--- src/rtl/hamming_frame_serializer_if.sv ---
// Nibble input handshake and serial frame output bundle for one routed line.
interface hamming_frame_serializer_if;
  logic [1:4] d_in;
  logic       d_valid;
  logic       d_ready;
  logic       data_line;
  logic       strobe;
  logic       busy;
  logic [7:0] frame_count;

  modport master (
    output d_in, d_valid,
    input  d_ready, data_line, strobe, busy, frame_count
  );

  modport slave (
    input  d_in, d_valid,
    output d_ready, data_line, strobe, busy, frame_count
  );
endinterface

--- src/rtl/hamming_frame_serializer.sv ---
// Buffers 4-bit nibbles, encodes each as Hamming(7,4) and shifts it out
// MSB-first (c1..c7) on one line with a framing strobe.
module hamming_frame_serializer #(
  parameter int unsigned FIFO_DEPTH = 4,
  parameter int unsigned GAP_CYCLES = 1
) (
  input  logic                        clk,
  input  logic                        rst,
  hamming_frame_serializer_if.slave   bus
);

  localparam int unsigned AW = (FIFO_DEPTH > 1) ? $clog2(FIFO_DEPTH) : 1;
  localparam int unsigned CW = AW + 1;
  localparam logic [AW-1:0] PTR_ONE  = AW'(1);
  localparam logic [CW-1:0] CNT_ONE  = CW'(1);
  localparam logic [CW-1:0] CNT_ZERO = CW'(0);
  localparam logic [CW-1:0] CNT_FULL = CW'(FIFO_DEPTH);
  localparam logic [3:0]    GAP_LAST = (GAP_CYCLES > 0) ? 4'(GAP_CYCLES - 1) : 4'd0;

  typedef enum logic [1:0] {
    ST_IDLE  = 2'd0,
    ST_SHIFT = 2'd1,
    ST_GAP   = 2'd2
  } state_e;

  // Codeword order c1..c7 = p1 p2 d1 p4 d2 d3 d4, c1 in bit 6.
  function automatic logic [6:0] hamming_encode(input logic [1:4] d);
    logic p1, p2, p4;
    p1 = d[1] ^ d[2] ^ d[4];
    p2 = d[1] ^ d[3] ^ d[4];
    p4 = d[2] ^ d[3] ^ d[4];
    return {p1, p2, d[1], p4, d[2], d[3], d[4]};
  endfunction

  logic [3:0]    mem_q [FIFO_DEPTH];
  logic [AW-1:0] wr_ptr_q, wr_ptr_d, rd_ptr_q, rd_ptr_d;
  logic [CW-1:0] count_q, count_d;
  state_e        state_q, state_d;
  logic [2:0]    bit_cnt_q, bit_cnt_d;
  logic [3:0]    gap_cnt_q, gap_cnt_d;
  logic [6:0]    sr_q, sr_d;
  logic          data_line_q, data_line_d;
  logic          strobe_q, strobe_d;
  logic          busy_q, busy_d;
  logic          ready_q, ready_d;
  logic [7:0]    frame_count_q, frame_count_d;
  logic          wr_s, pop_s, load_s, empty_s;
  logic [6:0]    cw_s;

  assign empty_s = (count_q == CNT_ZERO);
  assign cw_s    = hamming_encode(mem_q[rd_ptr_q]);

  assign bus.d_ready     = ready_q;
  assign bus.data_line   = data_line_q;
  assign bus.strobe      = strobe_q;
  assign bus.busy        = busy_q;
  assign bus.frame_count = frame_count_q;

  // FIFO storage write port
  always_ff @(posedge clk or negedge rst) begin
    if (!rst) begin
      for (int unsigned i = 0; i < FIFO_DEPTH; i++) begin
        mem_q[i] <= 4'b0000;
      end
    end else if (wr_s) begin
      mem_q[wr_ptr_q] <= bus.d_in;
    end
  end

  // FIFO pointers, occupancy and registered status outputs
  always_comb begin
    wr_s     = bus.d_valid & ready_q;
    wr_ptr_d = wr_s  ? wr_ptr_q + PTR_ONE : wr_ptr_q;
    rd_ptr_d = pop_s ? rd_ptr_q + PTR_ONE : rd_ptr_q;
    case ({wr_s, pop_s})
      2'b10:   count_d = count_q + CNT_ONE;
      2'b01:   count_d = count_q - CNT_ONE;
      default: count_d = count_q;
    endcase
    ready_d = (count_d != CNT_FULL);
    busy_d  = (state_d != ST_IDLE) || (count_d != CNT_ZERO);
  end

  // Frame FSM next-state and serial output logic
  always_comb begin
    state_d       = state_q;
    bit_cnt_d     = bit_cnt_q;
    gap_cnt_d     = gap_cnt_q;
    sr_d          = sr_q;
    data_line_d   = data_line_q;
    strobe_d      = strobe_q;
    frame_count_d = frame_count_q;
    load_s        = 1'b0;
    case (state_q)
      ST_IDLE: begin
        strobe_d    = 1'b0;
        data_line_d = 1'b0;
        if (!empty_s) begin
          load_s = 1'b1;
        end else begin
          state_d = ST_IDLE;
        end
      end
      ST_SHIFT: begin
        if (bit_cnt_q == 3'd6) begin
          frame_count_d = frame_count_q + 8'd1;
          strobe_d      = 1'b0;
          data_line_d   = 1'b0;
          if (GAP_CYCLES > 0) begin
            state_d   = ST_GAP;
            gap_cnt_d = 4'd0;
          end else if (!empty_s) begin
            load_s = 1'b1;
          end else begin
            state_d = ST_IDLE;
          end
        end else begin
          bit_cnt_d   = bit_cnt_q + 3'd1;
          sr_d        = {sr_q[5:0], 1'b0};
          data_line_d = sr_q[5];
        end
      end
      ST_GAP: begin
        strobe_d    = 1'b0;
        data_line_d = 1'b0;
        if (gap_cnt_q == GAP_LAST) begin
          if (!empty_s) begin
            load_s = 1'b1;
          end else begin
            state_d = ST_IDLE;
          end
        end else begin
          gap_cnt_d = gap_cnt_q + 4'd1;
        end
      end
      default: begin
        state_d     = ST_IDLE;
        strobe_d    = 1'b0;
        data_line_d = 1'b0;
      end
    endcase
    // Loading a frame overrides whatever the state chose for the line.
    if (load_s) begin
      state_d     = ST_SHIFT;
      bit_cnt_d   = 3'd0;
      sr_d        = cw_s;
      data_line_d = cw_s[6];
      strobe_d    = 1'b1;
    end else begin
      sr_d = sr_d;
    end
    pop_s = load_s;
  end

  // State and output registers
  always_ff @(posedge clk or negedge rst) begin
    if (!rst) begin
      wr_ptr_q      <= {AW{1'b0}};
      rd_ptr_q      <= {AW{1'b0}};
      count_q       <= CNT_ZERO;
      state_q       <= ST_IDLE;
      bit_cnt_q     <= 3'd0;
      gap_cnt_q     <= 4'd0;
      sr_q          <= 7'd0;
      data_line_q   <= 1'b0;
      strobe_q      <= 1'b0;
      busy_q        <= 1'b0;
      ready_q       <= 1'b0;
      frame_count_q <= 8'd0;
    end else begin
      wr_ptr_q      <= wr_ptr_d;
      rd_ptr_q      <= rd_ptr_d;
      count_q       <= count_d;
      state_q       <= state_d;
      bit_cnt_q     <= bit_cnt_d;
      gap_cnt_q     <= gap_cnt_d;
      sr_q          <= sr_d;
      data_line_q   <= data_line_d;
      strobe_q      <= strobe_d;
      busy_q        <= busy_d;
      ready_q       <= ready_d;
      frame_count_q <= frame_count_d;
    end
  end

endmodule

--- src/flat_wrapper.sv ---
// flat-port wrapper written by rule: the top's interface ports become plain ports
module hamming_frame_serializer_flat 
#(
  parameter int unsigned FIFO_DEPTH = 4,
  parameter int unsigned GAP_CYCLES = 1
)
  (clk, rst, bus_d_in, bus_d_valid, bus_d_ready, bus_data_line, bus_strobe, bus_busy, bus_frame_count);
  hamming_frame_serializer_if bus_i ();
  input  logic clk;
  input  logic rst;
  input wire logic [$bits(bus_i.d_in)-1:0] bus_d_in;
  input wire logic [$bits(bus_i.d_valid)-1:0] bus_d_valid;
  output wire logic [$bits(bus_i.d_ready)-1:0] bus_d_ready;
  output wire logic [$bits(bus_i.data_line)-1:0] bus_data_line;
  output wire logic [$bits(bus_i.strobe)-1:0] bus_strobe;
  output wire logic [$bits(bus_i.busy)-1:0] bus_busy;
  output wire logic [$bits(bus_i.frame_count)-1:0] bus_frame_count;
  assign bus_i.d_in = bus_d_in;
  assign bus_i.d_valid = bus_d_valid;
  assign bus_d_ready = bus_i.d_ready;
  assign bus_data_line = bus_i.data_line;
  assign bus_strobe = bus_i.strobe;
  assign bus_busy = bus_i.busy;
  assign bus_frame_count = bus_i.frame_count;
  hamming_frame_serializer #(.FIFO_DEPTH(FIFO_DEPTH), .GAP_CYCLES(GAP_CYCLES)) u_core (.clk(clk), .rst(rst), .bus(bus_i));
endmodule
--- config.mk ---
export PLATFORM = sky130hd
export DESIGN_NAME = hamming_frame_serializer_flat
export DESIGN_NICKNAME = d
export VERILOG_FILES = /design/src/rtl/hamming_frame_serializer_if.sv /design/src/rtl/hamming_frame_serializer.sv /design/src/flat_wrapper.sv
export SDC_FILE = /design/constraint.sdc
export NUM_CORES = 1
export LEC_CHECK = 0
export ABC_AREA = 1
export CAP_MARGIN = 10
export CORE_UTILIZATION = 58
export DETAILED_ROUTE_END_ITERATION = 7
export GPL_TIMING_DRIVEN = 0
export PLACE_DENSITY = 0.87
export SLEW_MARGIN = 30
export SYNTH_ARGS = -nofsm -noshare
export SYNTH_HDL_FRONTEND = slang
export SYNTH_SLANG_ARGS = --single-unit
--- constraint.sdc ---
create_clock -name clk -period 3.47 [get_ports clk]
set_input_delay 0.694 -clock clk [delete_from_list [all_inputs] [get_ports clk]]
set_output_delay 0.694 -clock clk [all_outputs]
set_load 0.01 [all_outputs]
==> run metrics <==
IO Pins 19; Yosys reg bits 50; pin count of the biggest net entering global routing around 50; gr usage total between 20% and 30%; max-cap check violation count 0; Synth Area in Compound Gates under 10%; Seq/Total Area, Yosys between 40% and 50%; CTS Buf Count 5; row count 24; DRT iter0 DRCs 95; Reg power frac 37.0%; final hold viol count 0; hold crit path type in -> async; maximum clock frequency between 0.3 and 0.4 GHz; part of the power in combinational logic between 40% and 50%; drt total wl ~4800 microns; Tcrit/Tclk final between 80% and 90%; Setup Skew roughly 0.0077 ns; Clock power frac between 10% and 20%; Worst-Margin Slew 0.607 ns; vias in the first global route slightly below 2,000; Layout Nets 356; switching power share of the total between 40 and 50%; post-synthesis simple-gate area fraction approximately a quarter; IO Port Bufs 18; Finished Layout Cells about 390; setup violators final 0; placed cells about 380; # resized after CTS 0; Syn-to-layout area delta 13.1%; detailed route wirelength on metal3 about 140 microns; HPWL after DPL between 3000 and 4000 microns; first-pass GRT wire length 8880 microns; met2 WL post-DR 2380 microns; Clock Pin Slew Worst Setup and Hold Paths around 0.090 ns; fraction of synthesized cell area in xor and xnor cells under 10%; cts hold-fix bufs 0; Max Fanout on Critical Path 6; slew margin rel. between 50% and 60%; Max clock buf depth 2; Die X around 69 microns; layout cell share with drive strength beyond 1 9.25%; Avg WL per Cell about 12 microns; core area between 4000 and 5000 sq um; main combinational cell family by area after synthesis simple AND/OR/NAND/NOR gates; Syn Nets 331; count of cell types in the netlist 27; worst path required time ~3.7 ns; H-tree levels 2; Root Buffer clkbuf_8; Cell Int Power roughly 1.5 mW; Sw Pwr between 1 and 1.5 mW; total negative slack 0 ns; DIE HEIGHT around 70 microns; First-pass DRT Iterations 4; Worst VDD drop between 0.5 and 0.6 mV; Synth Area in Adders under 10%; startpoint types flop; Cells after Synth between 300 and 400; unrepaired setup endpoints after global routing no; post-CTS setup buffers 0; total gr overflow 0; Final min period roughly 2.8 ns; Crit. End Element flop; leak pwr approximately 1.5 nW; outcome finished, final reports clean; mux share of post-synthesis cell area less than 1%; n_diodes 0; Slew Limit Fails 0; remaining antenna violation count after routing 0; latest clock arrival within the worst-skew pair 0.31 ns; vias per cell slightly above 5; Avg Inst Size Synth roughly 8.4 sq um; Crit Path Class reg -> reg; Power Dens Cells 879 nW/um^2; Initial Utilization roughly three fifths; Residual DRC 0; top routing layer used met4; initial antenna violation count 0; Ys Warns 0; clk sinks 50; WL met1 about 2200 microns; mapped cell area approximately 2600 sq um; crit path DAT around 3.0 ns; RePlAce Congestion 0.829; via count 1,976; CTS tree yes; die area about 4800 sq um
## final timing paths
| check | startpoint | endpoint | slack, ns | cells after the start |
|---|---|---|---|---|
| max | u_core.state_q[0]$_DFF_PN0_ | u_core.bus.busy$_DFF_PN0_ | 0.66 | 14 |
| min in group clk | u_core.bus.strobe$_DFFE_PN0P_ | u_core.bus.strobe$_DFFE_PN0P_ | 0.49 | 2 |
| min | rst | u_core.bus.strobe$_DFFE_PN0P_ | 0.38 | 1 |
| max reg2reg | u_core.state_q[0]$_DFF_PN0_ | u_core.bus.busy$_DFF_PN0_ | 0.66 | 14 |
| max in group asynchronous | rst | u_core.rd_ptr_q[1]$_DFFE_PN0N_ | 2.66 | 1 |
| min reg2reg | u_core.bus.strobe$_DFFE_PN0P_ | u_core.bus.strobe$_DFFE_PN0P_ | 0.49 | 2 |
## sequential cells by signal, summed over array words and instances, names as in the netlist
name	cells
u_core.gap_cnt_q	4
u_core.bus.busy	1
u_core.bus.frame_count	8
u_core.bus.d_ready	1
u_core.bus.strobe	1
u_core.count_q	3
u_core.sr_q	6
u_core.bit_cnt_q	3
u_core.rd_ptr_q	2
u_core.mem_q	16
u_core.bus.data_line	1
u_core.wr_ptr_q	2
u_core.state_q	2
## synth_stat cells
library cell,instances,area share [%]
xor2_1,7,2.4
o21ai_1,2,0.38
dfrtp_1,50,48
nand2_2,6,1.4
o21ai_0,27,5.2
buf_4,1,0.29
inv_2,3,0.43
fa_1,1,0.77
nand2_1,94,14
a21oi_1,5,0.96
inv_1,36,5.2
nand3b_1,1,0.29
nor2_2,4,0.96
buf_6,2,0.86
nand3_1,22,4.2
o31ai_1,1,0.29
nand2b_1,1,0.24
nor2_1,14,2.0
nand4_1,2,0.48
nor3b_2,1,0.48
or2_0,1,0.24
xnor2_1,7,2.4
mux2_2,1,0.43
buf_2,1,0.19
nand3_2,3,1.2
a31oi_1,2,0.48
ha_1,14,6.7
## layout make-up
cell class	instances	area, sq um
Buffer	4	35.0
Clock buffer	6	82.6
Clock inverter	2	16.3
Fill cell	345	1380
Inverter	39	146
Multi-Input combinational cell	216	1170
Sequential cell	50	1250
Tap cell	52	65.1
Timing Repair Buffer	18	178
## metrics by stage
step,hold slack (ns),instance area [sq um],power (mW),setup WS [ns],util (%)
after CTS,0.416,2950,2.60,0.647,68.1
after floorplan,0.398,2610,1.90,1.03,-
after global placement,0.462,2850,2.16,0.299,65.9
final,0.383,2950,2.59,0.659,68.1
after global routing,0.453,2950,2.86,0.389,68.1
after detailed placement,0.469,2850,2.23,0.699,65.9
## power groups by stage
stage	Sequential [mW]	Combinational [mW]	Clock [mW]
finish	0.959	1.28	0.357
global route	0.993	1.48	0.388
floorplan	0.942	0.955	0
global placement	0.954	1.21	0
detailed placement	0.965	1.26	0
CTS	0.957	1.28	0.367
## logic make-up (layout without fill, tap and decap cells)
| family | Yosys count | in the layout |
|---|---|---|
| AOI/OAI and AO/OA | 37 | 37 |
| xor gates and xnor gates | 14 | 14 |
| adders and majority gates | 15 | 15 |
| buffers and inverters | 43 | 69 |
| DFF | 50 | 50 |
| muxes | 1 | 1 |
| and+or+nand+nor | 149 | 149 |
## routing by layer
layer	vias to the layer above	track usage [%]
met2	28	38.3
met1	918	30.8
met3	6	4.53
li1	1024	-
met5	-	0
met4	0	8.39
## critical path: stages (launching register included)
cell and delay [ns]:
dfrtp_1 0.44, inv_1 0.13, ha_1 0.28, nand3_2 0.11
nand2_2 0.09, nand2_2 0.09, inv_1 0.19, ha_1 0.18
inv_1 0.07, fa_1 0.43, a21oi_1 0.14, o21ai_0 0.11
xor2_1 0.19, nor2_1 0.15, nand3_1 0.08
## cell usage in the layout (no fill, tap or decap), drive strengths merged, types with 2 or more instances in the layout
cell type        n
inv             40
a21oi            5
ha              14
nand3           25
xnor2            7
nand4            2
buf              5
nand2          100
clkdlybuf4s50   17
o21ai           29
nor2            18
a31oi            2
dfrtp           50
xor2             7
clkbuf           6
Power figures use the tool's default switching activity.
